--- src/rtl/axil_pkg.sv ---
// Shared types and address helper for the AXI4-Lite register bank.
package axil_pkg;

    typedef enum logic [1:0] {
        RESP_OKAY   = 2'b00,
        RESP_SLVERR = 2'b10
    } resp_t;

    typedef enum logic {
        W_COLLECT,
        W_RESP
    } wr_state_t;

    typedef enum logic {
        R_IDLE,
        R_RESP
    } rd_state_t;

    function automatic logic [63:0] addr_to_idx(input logic [63:0] addr,
                                                input logic [63:0] base,
                                                input int unsigned shift);
        return (addr - base) >> shift;
    endfunction

endpackage

--- src/rtl/axil_regfile_decode.sv ---
// Combinational address decode: register index and hit flag relative to BASE_ADDR.
module axil_regfile_decode
    import axil_pkg::*;
#(
    parameter int unsigned           ADDR_WIDTH = 32,
    parameter int unsigned           DATA_WIDTH = 32,
    parameter int unsigned           NUM_REGS   = 8,
    parameter logic [ADDR_WIDTH-1:0] BASE_ADDR  = '0,
    parameter int unsigned           IDX_W      = 3
) (
    input  logic [ADDR_WIDTH-1:0] addr_i,
    output logic                  hit_o,
    output logic [IDX_W-1:0]      idx_o
);

    localparam int unsigned SHIFT = $clog2(DATA_WIDTH / 8);

    logic [63:0] full_idx;

    always_comb begin
        full_idx = addr_to_idx(64'(addr_i), 64'(BASE_ADDR), SHIFT);
        // Below-base addresses wrap in the subtraction, so the range check gates them.
        hit_o    = (addr_i >= BASE_ADDR) && (full_idx < 64'(NUM_REGS));
        idx_o    = full_idx[IDX_W-1:0];
    end

endmodule

--- src/rtl/axil_regfile.sv ---
// AXI4-Lite slave with NUM_REGS byte-strobed control registers.
// Define AXIL_REGFILE_SLVERR_EN to answer out-of-range accesses with SLVERR.
module axil_regfile
    import axil_pkg::*;
#(
    parameter int unsigned           DATA_WIDTH  = 32,
    parameter int unsigned           ADDR_WIDTH  = 32,
    parameter int unsigned           NUM_REGS    = 8,
    parameter logic [ADDR_WIDTH-1:0] BASE_ADDR   = '0,
    parameter logic [DATA_WIDTH-1:0] RESET_VALUE = '0
) (
    input  logic                           s_axi_aclk,
    input  logic                           s_axi_aresetn,
    input  logic [ADDR_WIDTH-1:0]          s_axi_awaddr,
    input  logic                           s_axi_awvalid,
    output logic                           s_axi_awready,
    input  logic [DATA_WIDTH-1:0]          s_axi_wdata,
    input  logic [DATA_WIDTH/8-1:0]        s_axi_wstrb,
    input  logic                           s_axi_wvalid,
    output logic                           s_axi_wready,
    output logic [1:0]                     s_axi_bresp,
    output logic                           s_axi_bvalid,
    input  logic                           s_axi_bready,
    input  logic [ADDR_WIDTH-1:0]          s_axi_araddr,
    input  logic                           s_axi_arvalid,
    output logic                           s_axi_arready,
    output logic [DATA_WIDTH-1:0]          s_axi_rdata,
    output logic [1:0]                     s_axi_rresp,
    output logic                           s_axi_rvalid,
    input  logic                           s_axi_rready,
    output logic [NUM_REGS*DATA_WIDTH-1:0] reg_out,
    output logic [NUM_REGS-1:0]            reg_wr_pulse
);

    localparam int unsigned STRB_W = DATA_WIDTH / 8;
    localparam int unsigned IDX_W  = (NUM_REGS > 1) ? $clog2(NUM_REGS) : 1;

`ifdef AXIL_REGFILE_SLVERR_EN
    localparam resp_t MISS_RESP = RESP_SLVERR;
`else
    localparam resp_t MISS_RESP = RESP_OKAY;
`endif

    wr_state_t             wr_state_q;
    rd_state_t             rd_state_q;
    logic                  aw_held_q, w_held_q;
    logic [ADDR_WIDTH-1:0] awaddr_q;
    logic [DATA_WIDTH-1:0] wdata_q;
    logic [STRB_W-1:0]     wstrb_q;
    logic                  bvalid_q, rvalid_q;
    resp_t                 bresp_q, rresp_q;
    logic [DATA_WIDTH-1:0] rdata_q;
    logic [NUM_REGS-1:0]   pulse_q, pulse_d;
    logic [DATA_WIDTH-1:0] regs_q [NUM_REGS];
    logic [DATA_WIDTH-1:0] regs_d [NUM_REGS];

    logic                  aw_fire, w_fire, commit;
    logic [ADDR_WIDTH-1:0] aw_addr_eff;
    logic [DATA_WIDTH-1:0] wdata_eff, rd_word;
    logic [STRB_W-1:0]     wstrb_eff;
    logic                  aw_hit, ar_hit;
    logic [IDX_W-1:0]      aw_idx, ar_idx;

    assign s_axi_awready = (wr_state_q == W_COLLECT) && !aw_held_q;
    assign s_axi_wready  = (wr_state_q == W_COLLECT) && !w_held_q;
    assign s_axi_arready = (rd_state_q == R_IDLE);
    assign s_axi_bvalid  = bvalid_q;
    assign s_axi_bresp   = bresp_q;
    assign s_axi_rvalid  = rvalid_q;
    assign s_axi_rresp   = rresp_q;
    assign s_axi_rdata   = rdata_q;
    assign reg_wr_pulse  = pulse_q;

    assign aw_fire = s_axi_awvalid && s_axi_awready;
    assign w_fire  = s_axi_wvalid && s_axi_wready;
    // Commit uses the live channel when it completes this cycle, so a same-cycle AW+W costs no bubble.
    assign aw_addr_eff = aw_held_q ? awaddr_q : s_axi_awaddr;
    assign wdata_eff   = w_held_q  ? wdata_q  : s_axi_wdata;
    assign wstrb_eff   = w_held_q  ? wstrb_q  : s_axi_wstrb;
    assign commit      = (wr_state_q == W_COLLECT) && (aw_held_q || aw_fire)
                         && (w_held_q || w_fire);

    axil_regfile_decode #(
        .ADDR_WIDTH(ADDR_WIDTH), .DATA_WIDTH(DATA_WIDTH), .NUM_REGS(NUM_REGS),
        .BASE_ADDR(BASE_ADDR), .IDX_W(IDX_W)
    ) u_aw_decode (
        .addr_i(aw_addr_eff), .hit_o(aw_hit), .idx_o(aw_idx)
    );

    axil_regfile_decode #(
        .ADDR_WIDTH(ADDR_WIDTH), .DATA_WIDTH(DATA_WIDTH), .NUM_REGS(NUM_REGS),
        .BASE_ADDR(BASE_ADDR), .IDX_W(IDX_W)
    ) u_ar_decode (
        .addr_i(s_axi_araddr), .hit_o(ar_hit), .idx_o(ar_idx)
    );

    always_comb begin
        regs_d  = regs_q;
        pulse_d = '0;
        if (commit && aw_hit && (wstrb_eff != '0)) begin
            for (int unsigned i = 0; i < NUM_REGS; i++) begin
                if (aw_idx == IDX_W'(i)) begin
                    pulse_d[i] = 1'b1;
                    for (int unsigned b = 0; b < STRB_W; b++) begin
                        if (wstrb_eff[b]) regs_d[i][8*b +: 8] = wdata_eff[8*b +: 8];
                    end
                end
            end
        end
    end

    always_comb begin
        rd_word = '0;
        for (int unsigned i = 0; i < NUM_REGS; i++) begin
            if (ar_idx == IDX_W'(i)) rd_word = regs_q[i];
        end
    end

    always_comb begin
        reg_out = '0;
        for (int unsigned i = 0; i < NUM_REGS; i++) begin
            reg_out[i*DATA_WIDTH +: DATA_WIDTH] = regs_q[i];
        end
    end

    always_ff @(posedge s_axi_aclk or negedge s_axi_aresetn) begin
        if (!s_axi_aresetn) begin
            wr_state_q <= W_COLLECT;
            aw_held_q  <= 1'b0;
            w_held_q   <= 1'b0;
            awaddr_q   <= '0;
            wdata_q    <= '0;
            wstrb_q    <= '0;
            bvalid_q   <= 1'b0;
            bresp_q    <= RESP_OKAY;
            pulse_q    <= '0;
            for (int unsigned i = 0; i < NUM_REGS; i++) regs_q[i] <= RESET_VALUE;
        end else begin
            pulse_q <= pulse_d;
            for (int unsigned i = 0; i < NUM_REGS; i++) regs_q[i] <= regs_d[i];
            case (wr_state_q)
                W_COLLECT: begin
                    if (commit) begin
                        aw_held_q  <= 1'b1;
                        w_held_q   <= 1'b1;
                        bvalid_q   <= 1'b1;
                        bresp_q    <= aw_hit ? RESP_OKAY : MISS_RESP;
                        wr_state_q <= W_RESP;
                    end else begin
                        if (aw_fire) begin
                            aw_held_q <= 1'b1;
                            awaddr_q  <= s_axi_awaddr;
                        end
                        if (w_fire) begin
                            w_held_q <= 1'b1;
                            wdata_q  <= s_axi_wdata;
                            wstrb_q  <= s_axi_wstrb;
                        end
                    end
                end
                W_RESP: begin
                    if (s_axi_bready) begin
                        aw_held_q  <= 1'b0;
                        w_held_q   <= 1'b0;
                        bvalid_q   <= 1'b0;
                        bresp_q    <= RESP_OKAY;
                        wr_state_q <= W_COLLECT;
                    end
                end
                default: wr_state_q <= W_COLLECT;
            endcase
        end
    end

    always_ff @(posedge s_axi_aclk or negedge s_axi_aresetn) begin
        if (!s_axi_aresetn) begin
            rd_state_q <= R_IDLE;
            rvalid_q   <= 1'b0;
            rresp_q    <= RESP_OKAY;
            rdata_q    <= '0;
        end else begin
            case (rd_state_q)
                R_IDLE: begin
                    if (s_axi_arvalid) begin
                        rvalid_q   <= 1'b1;
                        rdata_q    <= ar_hit ? rd_word : '0;
                        rresp_q    <= ar_hit ? RESP_OKAY : MISS_RESP;
                        rd_state_q <= R_RESP;
                    end
                end
                R_RESP: begin
                    if (s_axi_rready) begin
                        rvalid_q   <= 1'b0;
                        rd_state_q <= R_IDLE;
                    end
                end
                default: rd_state_q <= R_IDLE;
            endcase
        end
    end

endmodule

--- config.mk ---
export PLATFORM = sky130hd
export DESIGN_NAME = axil_regfile
export DESIGN_NICKNAME = d
export VERILOG_FILES = /design/src/rtl/axil_pkg.sv /design/src/rtl/axil_regfile_decode.sv /design/src/rtl/axil_regfile.sv
export SDC_FILE = /design/constraint.sdc
export NUM_CORES = 1
export LEC_CHECK = 0
export ABC_AREA = 0
export CAP_MARGIN = 20
export CELL_PAD_IN_SITES_DETAIL_PLACEMENT = 1
export CELL_PAD_IN_SITES_GLOBAL_PLACEMENT = 1
export CORE_MARGIN = 10
export CORE_UTILIZATION = 36
export DETAILED_ROUTE_END_ITERATION = 12
export PLACE_DENSITY = 0.78
export SYNTH_ARGS = -nofsm -noshare
export SYNTH_HDL_FRONTEND = slang
export SYNTH_SLANG_ARGS = --single-unit
--- constraint.sdc ---
create_clock -name s_axi_aclk -period 1.9 [get_ports s_axi_aclk]
set_input_delay 0.475 -clock s_axi_aclk [delete_from_list [all_inputs] [get_ports s_axi_aclk]]
set_output_delay 0.475 -clock s_axi_aclk [all_outputs]
set_load 0.005 [all_outputs]
After elaboration in Yosys (flattened, before gate mapping)

Index checks and enable logic that the tools add are counted.

Word-level logic and storage cells: 169
Bits of input ports: 107
Register bits after elaboration: 372
Output and inout port bits: 305

Equality and inequality tests: 20
Bitwise operators: 3
Muxes and demuxes: 42
Reduce and logical (&&, ||, !) cells: 56
$lt $le $gt $ge: 4

Operators by type and width:

| operator                                                                       | count |
|---|---|
| 32-bit 2-to-1 mux                                                              | 11 |
| 3-bit AND reduction                                                            | 34 |
| 32-bit by 1-bit >= comparator with 1-bit output (second input constant)        | 2 |
| 30-bit by 4-bit less-than comparator with 1-bit output (second input constant) | 2 |
| 3-bit == test (second input constant)                                          | 8 |
| 1-bit 2-to-1 mux                                                               | 20 |
| 3-bit by 2-bit == test with 1-bit output (second input constant)               | 4 |
| 1-bit one-hot mux with 2 select lines                                          | 6 |
| 1-bit logical AND                                                              | 10 |
| 2-bit AND reduction                                                            | 5 |
| 8-bit 2-to-1 mux                                                               | 1 |
| 2-bit != test (second input constant)                                          | 4 |
| 3-bit by 1-bit == test with 1-bit output (second input constant)               | 2 |
| 3-bit logical NOT                                                              | 2 |
| 3-bit != test (second input constant)                                          | 2 |
| 2-bit 2-to-1 mux                                                               | 2 |
| 4-bit 2-to-1 mux                                                               | 1 |
| 2-bit one-hot mux with 2 select lines                                          | 1 |
| 4-bit nonzero test                                                             | 1 |
| 1-bit NOT                                                                      | 3 |
| 1-bit logical NOT                                                              | 2 |
| 1-bit logical OR                                                               | 2 |

Depth between registers and ports, before layout

Word-level depth: 10
Depth in mapped cells: 7
Depth with buffers taken out: 5

By module

From an unflattened synthesis, not the netlist that was laid out.

Cells, all modules: 1521
Area, all modules: 17026.3 um^2

By module, submodules not included:

| module              | times used | cells each | area an instance (um^2) | seq. area each (um^2) |
|---|---|---|---|---|
| axil_regfile        | 1          | 1495       | 16853.7                 | 9258.9 |
| axil_regfile_decode | 2          | 13         | 86.3                    | 0.0 |

Least setup slack after synthesis

OpenSTA, ideal clock, no wires.

Path kind: input-to-reg
Start point: input port s_axi_awaddr[17]
End point: register regs_q (netlist bit reg_out[72])
Data arrival time: 2.001 ns
Path slack: -0.228 ns
Required time: 1.772 ns
Cell stages on the path: 6
Library setup time: 0.128 ns
Path through: nor4_1 nand3_1 o22ai_4 buf_6 nand4_4 mux2_1

Cells in the longest elaborated chain, start to end: 6
Elaborated cells between the ends (all ways): 7

Ends and longest elaborated chain:

| item                                                                                                                             | RTL line                  | RTL |
|---|---|---|
| from (decl)                                                                                                                      | axil_regfile.sv:14        | `input logic [ADDR_WIDTH-1:0] s_axi_awaddr,` |
| 32-bit 2-to-1 mux (*)                                                                                                            | axil_regfile.sv:77        | `assign aw_addr_eff = aw_held_q ? awaddr_q : s_axi_awaddr;` |
| 32-bit by 1-bit >= comparator with 1-bit output / 30-bit by 4-bit less-than comparator with 1-bit output (equally long branches) | axil_regfile_decode.sv:23 | `hit_o = (addr_i >= BASE_ADDR) && (full_idx < 64'(NUM_REGS));` |
| 1-bit logical AND (*)                                                                                                            | axil_regfile_decode.sv:23 |  |
| 1-bit logical AND (*) (2 in a row)                                                                                               | axil_regfile.sv:100       | `if (commit && aw_hit && (wstrb_eff != '0)) begin` |
| 3-bit AND reduction (no line) (*)                                                                                                | --                        |  |
| to (decl)                                                                                                                        | axil_regfile.sv:54        | `logic [DATA_WIDTH-1:0] regs_q [NUM_REGS];` |

Every way passes the cells marked *; elsewhere a longest branch is shown, timed or not.
A chain may end at the register's enable or synchronous reset.

Worst setup path in the final report

Start point: register aw_held_q
End point: register regs_q (netlist bit reg_out[85])

Cells in the longest elaborated chain, start to end: 9
Elaborated cells between the ends (all ways): 14

Ends and longest elaborated chain:

| item                                                                                    | RTL line            | RTL |
|---|---|---|
| from (decl)                                                                             | axil_regfile.sv:46  | `logic aw_held_q, w_held_q;` |
| from (signal assigned)                                                                  | axil_regfile.sv:129 | `aw_held_q <= 1'b0;` |
| from (signal assigned)                                                                  | axil_regfile.sv:144 | `aw_held_q <= 1'b1;` |
| from (signal assigned)                                                                  | axil_regfile.sv:151 | `aw_held_q <= 1'b1;` |
| branches (longest 8 deep; another with 32-bit by 1-bit >= comparator with 1-bit output) | --                  |  |
| 3-bit AND reduction (no line) (*)                                                       | --                  |  |

Every way passes the cells marked *.

==> qor.yml <==
run_status:
  status: "complete, but fails checks"
  violations: "setup timing"
yosys:
  synth_compound_gate_area_share: 0.05860
  synth_mux_area_frac: 0.2917
  avgSynthCellArea_um2: 13.29
  ys_async_sr_fraction: 1.000
  yosys_most_used_dff: "dfrtp_1"
  synth_top_family_by_area: "multiplexers"
  yosys.area_share.xor_xnor: 0
  synth-edff-count: 0
  synth_warnings: 0
  netlist_area_um2: 17400
  syn_inst: 1309
  ys_seq_area_frac: 0.5292
  synth-seq-cells: 368
  synth_simple_gate_area_frac: 0.1015
  synth_fa_ha_area_frac: 0
  synth_cell_type_count: 53
clocking:
  clkSlewWorstSetupHoldPaths_ns: 0.06
  cts_buffers: 43
  clock-sinks: 368
  cts_tree: "built"
  clockBufferDepth: 3
  clk_latency_ns: 0.57
  cts_max_level: 2
  root_buffer: "clkbuf_16"
drt:
  avgRoutedWirePerCell_um: 28.21
  vias: 14420
  routed_via_density: 5.486
  wl_mm: 74.12
  first_pass_iters: 5
  drt_iter0_drc: 851
  drtAntennaViolNets: 0
  remaining_drc_errors: 0
floorplanning:
  die_area_um2: 57530
  start_util: 0.3644
  io_pins: 412
  fp.coreArea_um2: 47750
  fp.dieH_um: 239.9
  chipWidth_um: 239.9
  rows: 80
finish:
  layout_commonest_cell: "dfrtp_1"
  mostFrequentLayoutCells: "dfrtp_1, mux2_2, dlygate4sd2_1"
  drive_gt1_frac: 0.4294
  final_area_um2: 26470
  fin_nets: 2085
  synthToLayoutAreaGrowth_pct: 52.11
  final_util: 0.5544
  nFillCells: 4812
global_routing:
  grt_usage: 0.2468
  antenna_found_initial: 3
  grt_start_max_net_pins: 61
  grt_pass1_wl_mm: 107.2
  grt_overflow: 0
  first_global_vias: 16070
worst_setup_path:
  r2r-end: "reg_out[85]$_DFFE_PN0P_"
  slowest_stage: "dfrtp_2"
  cp_top_family: "simple AND/OR/NAND/NOR gates"
  crit_path_end_kind: "flop"
  start_kind: "flop"
  slowest_delay_ns: 0.43
  r2r-start: "aw_held_q$_DFFE_PN0P_"
  ff2ff_path_depth: 8
  worstPathArrival_ns: 2.71
  crit_top_cell: "buf_6"
  path_class: "reg2reg"
  ff2ff_setup_slack_ns: -0.37
  worstPathMaxFanout: 8
  critPathBufInv: 3
  path_cells: "buf_6 > buf_6 > nor3b_4 > nand3_2 > a21oi_4 > buf_12 > nand4_4 > mux2_4"
  cp.required_ns: 2.34
sta:
  clock.fmax_ghz: 0.4414
  setup_tns_ns: -69.07
  finalCriticalPeriod_ns: 2.266
  timing.final.max_slew_violations: 0
  rsz0062_at_grt: "true"
  worst_pin_slew_ns: 0.5804
  setup_viol: 259
  finalClockSkew_ns: 0.01695
  finalCritPeriodShare: 1.192
  slew_headroom: 0.6131
  hold_viol_final: 0
  fin_ws_ns: -0.3657
placed_design:
  io_buffers: 403
  dp_hpwl_mm: 50.12
  place_ws_ns: -0.9058
  dpl_cell_area_um2: 23710
  place.gp.congestion: 0.8409
power:
  total_power_uw: 24560
  p_leak_uw: 0.01394
  worst_ir_drop_vdd_uv: 704.2
  powerDensity_nw_per_um2: 928.0
run:
  drv_cap: 0
min_path:
  hold_class: "in2async"
[registers in the layout (all words and copies together) (netlist names)]
register / cells
reg_out: 256
s_axi_rdata: 32
wdata_q: 32
awaddr_q: 30
reg_wr_pulse: 8
wstrb_q: 4
aw_held_q: 1
rd_state_q: 1
s_axi_bvalid: 1
s_axi_rvalid: 1
w_held_q: 1
wr_state_q: 1
[area by class of cell]
| type | instances | area (um^2) | share of cell area |
|---|---|---|---|
| well taps | 615 | 769.5 | 0.02907 |
| clock inverters | 14 | 155.1 | 0.005862 |
| diodes | 1 | 2.502 | 0.00009454 |
| multi-input cells | 873 | 8483 | 0.3205 |
| repair buffers | 688 | 6479 | 0.2448 |
| inverters | 4 | 15.01 | 0.0005673 |
| clock buffers | 65 | 1351 | 0.05105 |
| flip-flops and latches | 368 | 9213 | 0.3481 |
[where the power goes]
| group | internal, uW | switching [uW] | total [uW] |
|---|---|---|---|
| Sequential | 8610 | 611 | 9230 |
| Combinational | 3000 | 3590 | 6590 |
| Clock | 5310 | 3430 | 8750 |
| Total | 16900 | 7630 | 24600 |
[per-stage QoR]
| stage | hold WS, ns | instances |
|---|---|---|
| finish | 0.4493 | 2628 |
| global route | 0.4729 | 2627 |
| CTS | 0.4283 | 2622 |
| detailed placement | 0.4415 | 2428 |
| global placement | 0.4332 | 2428 |
| floorplan | 0.1794 | 1312 |
[cell usage after synthesis, drive strengths merged, types with 4 or more instances]
cell type / number / area [um^2]
a21oi: 4 / 31.28
and2: 21 / 131.4
buf: 27 / 161.4
clkbuf: 40 / 150.1
dfrtp: 368 / 9209
inv: 4 / 15.01
mux2: 389 / 4380
mux2i: 47 / 470.5
mux4: 10 / 225.2
nand2: 104 / 390.4
nand2b: 25 / 156.4
nand3: 25 / 310.3
nand4: 17 / 316.6
nor2: 35 / 136.4
nor3: 5 / 25.02
nor4: 19 / 178.9
o2111ai: 21 / 183.9
o211ai: 22 / 165.2
o21ai: 79 / 395.4
o22ai: 23 / 171.4
[worst reg2reg max path, delay by kind of cell, from the launching register on]
family,cells,cell delay (ns)
AND/OR/NAND/NOR,3,0.63
buffers and inverters,3,0.45
flip-flops,1,0.43
multiplexers,1,0.38
AO/OA/AOI/OAI,1,0.25
[worst max path at each step]
stage | startpoint | end | cells past startpoint
after detailed placement | s_axi_awaddr[27] | reg_out[190]$_DFFE_PN0P_ | 7
after CTS | awaddr_q[17]$_DFFE_PN0P_ | reg_out[197]$_DFFE_PN0P_ | 8
after global routing | awaddr_q[22]$_DFFE_PN0P_ | reg_out[202]$_DFFE_PN0P_ | 8
final | aw_held_q$_DFFE_PN0P_ | reg_out[85]$_DFFE_PN0P_ | 8
after floorplan | s_axi_awaddr[27] | reg_out[196]$_DFFE_PN0P_ | 5
after global placement | s_axi_awaddr[27] | reg_out[58]$_DFFE_PN0P_ | 7
[cell families after synthesis]
logic type | after synthesis
mux | 446
compound gates | 158
simple gates | 265
buf+inv | 71
flops | 368
other cells | 1
[what timing repair did]
item                                   CTS  global route
setup endpoints to repair              590           297
endpoints found under the hold margin   30             0
resized for setup                      379            79
cloned                                   3             1
buffers inserted                       112             8
hold buffers                             1             0
pin swaps                               35            29
[layer usage]
metal,global-route usage,up-vias,wire [um]
li1,-,6165,-
met4,0.09567,2,2974
met1,0.2925,7594,29450
met3,0.04981,149,4263
met5,0,-,13
met2,0.4321,508,37420
Note: power is estimated with default switching activity, not from simulation.
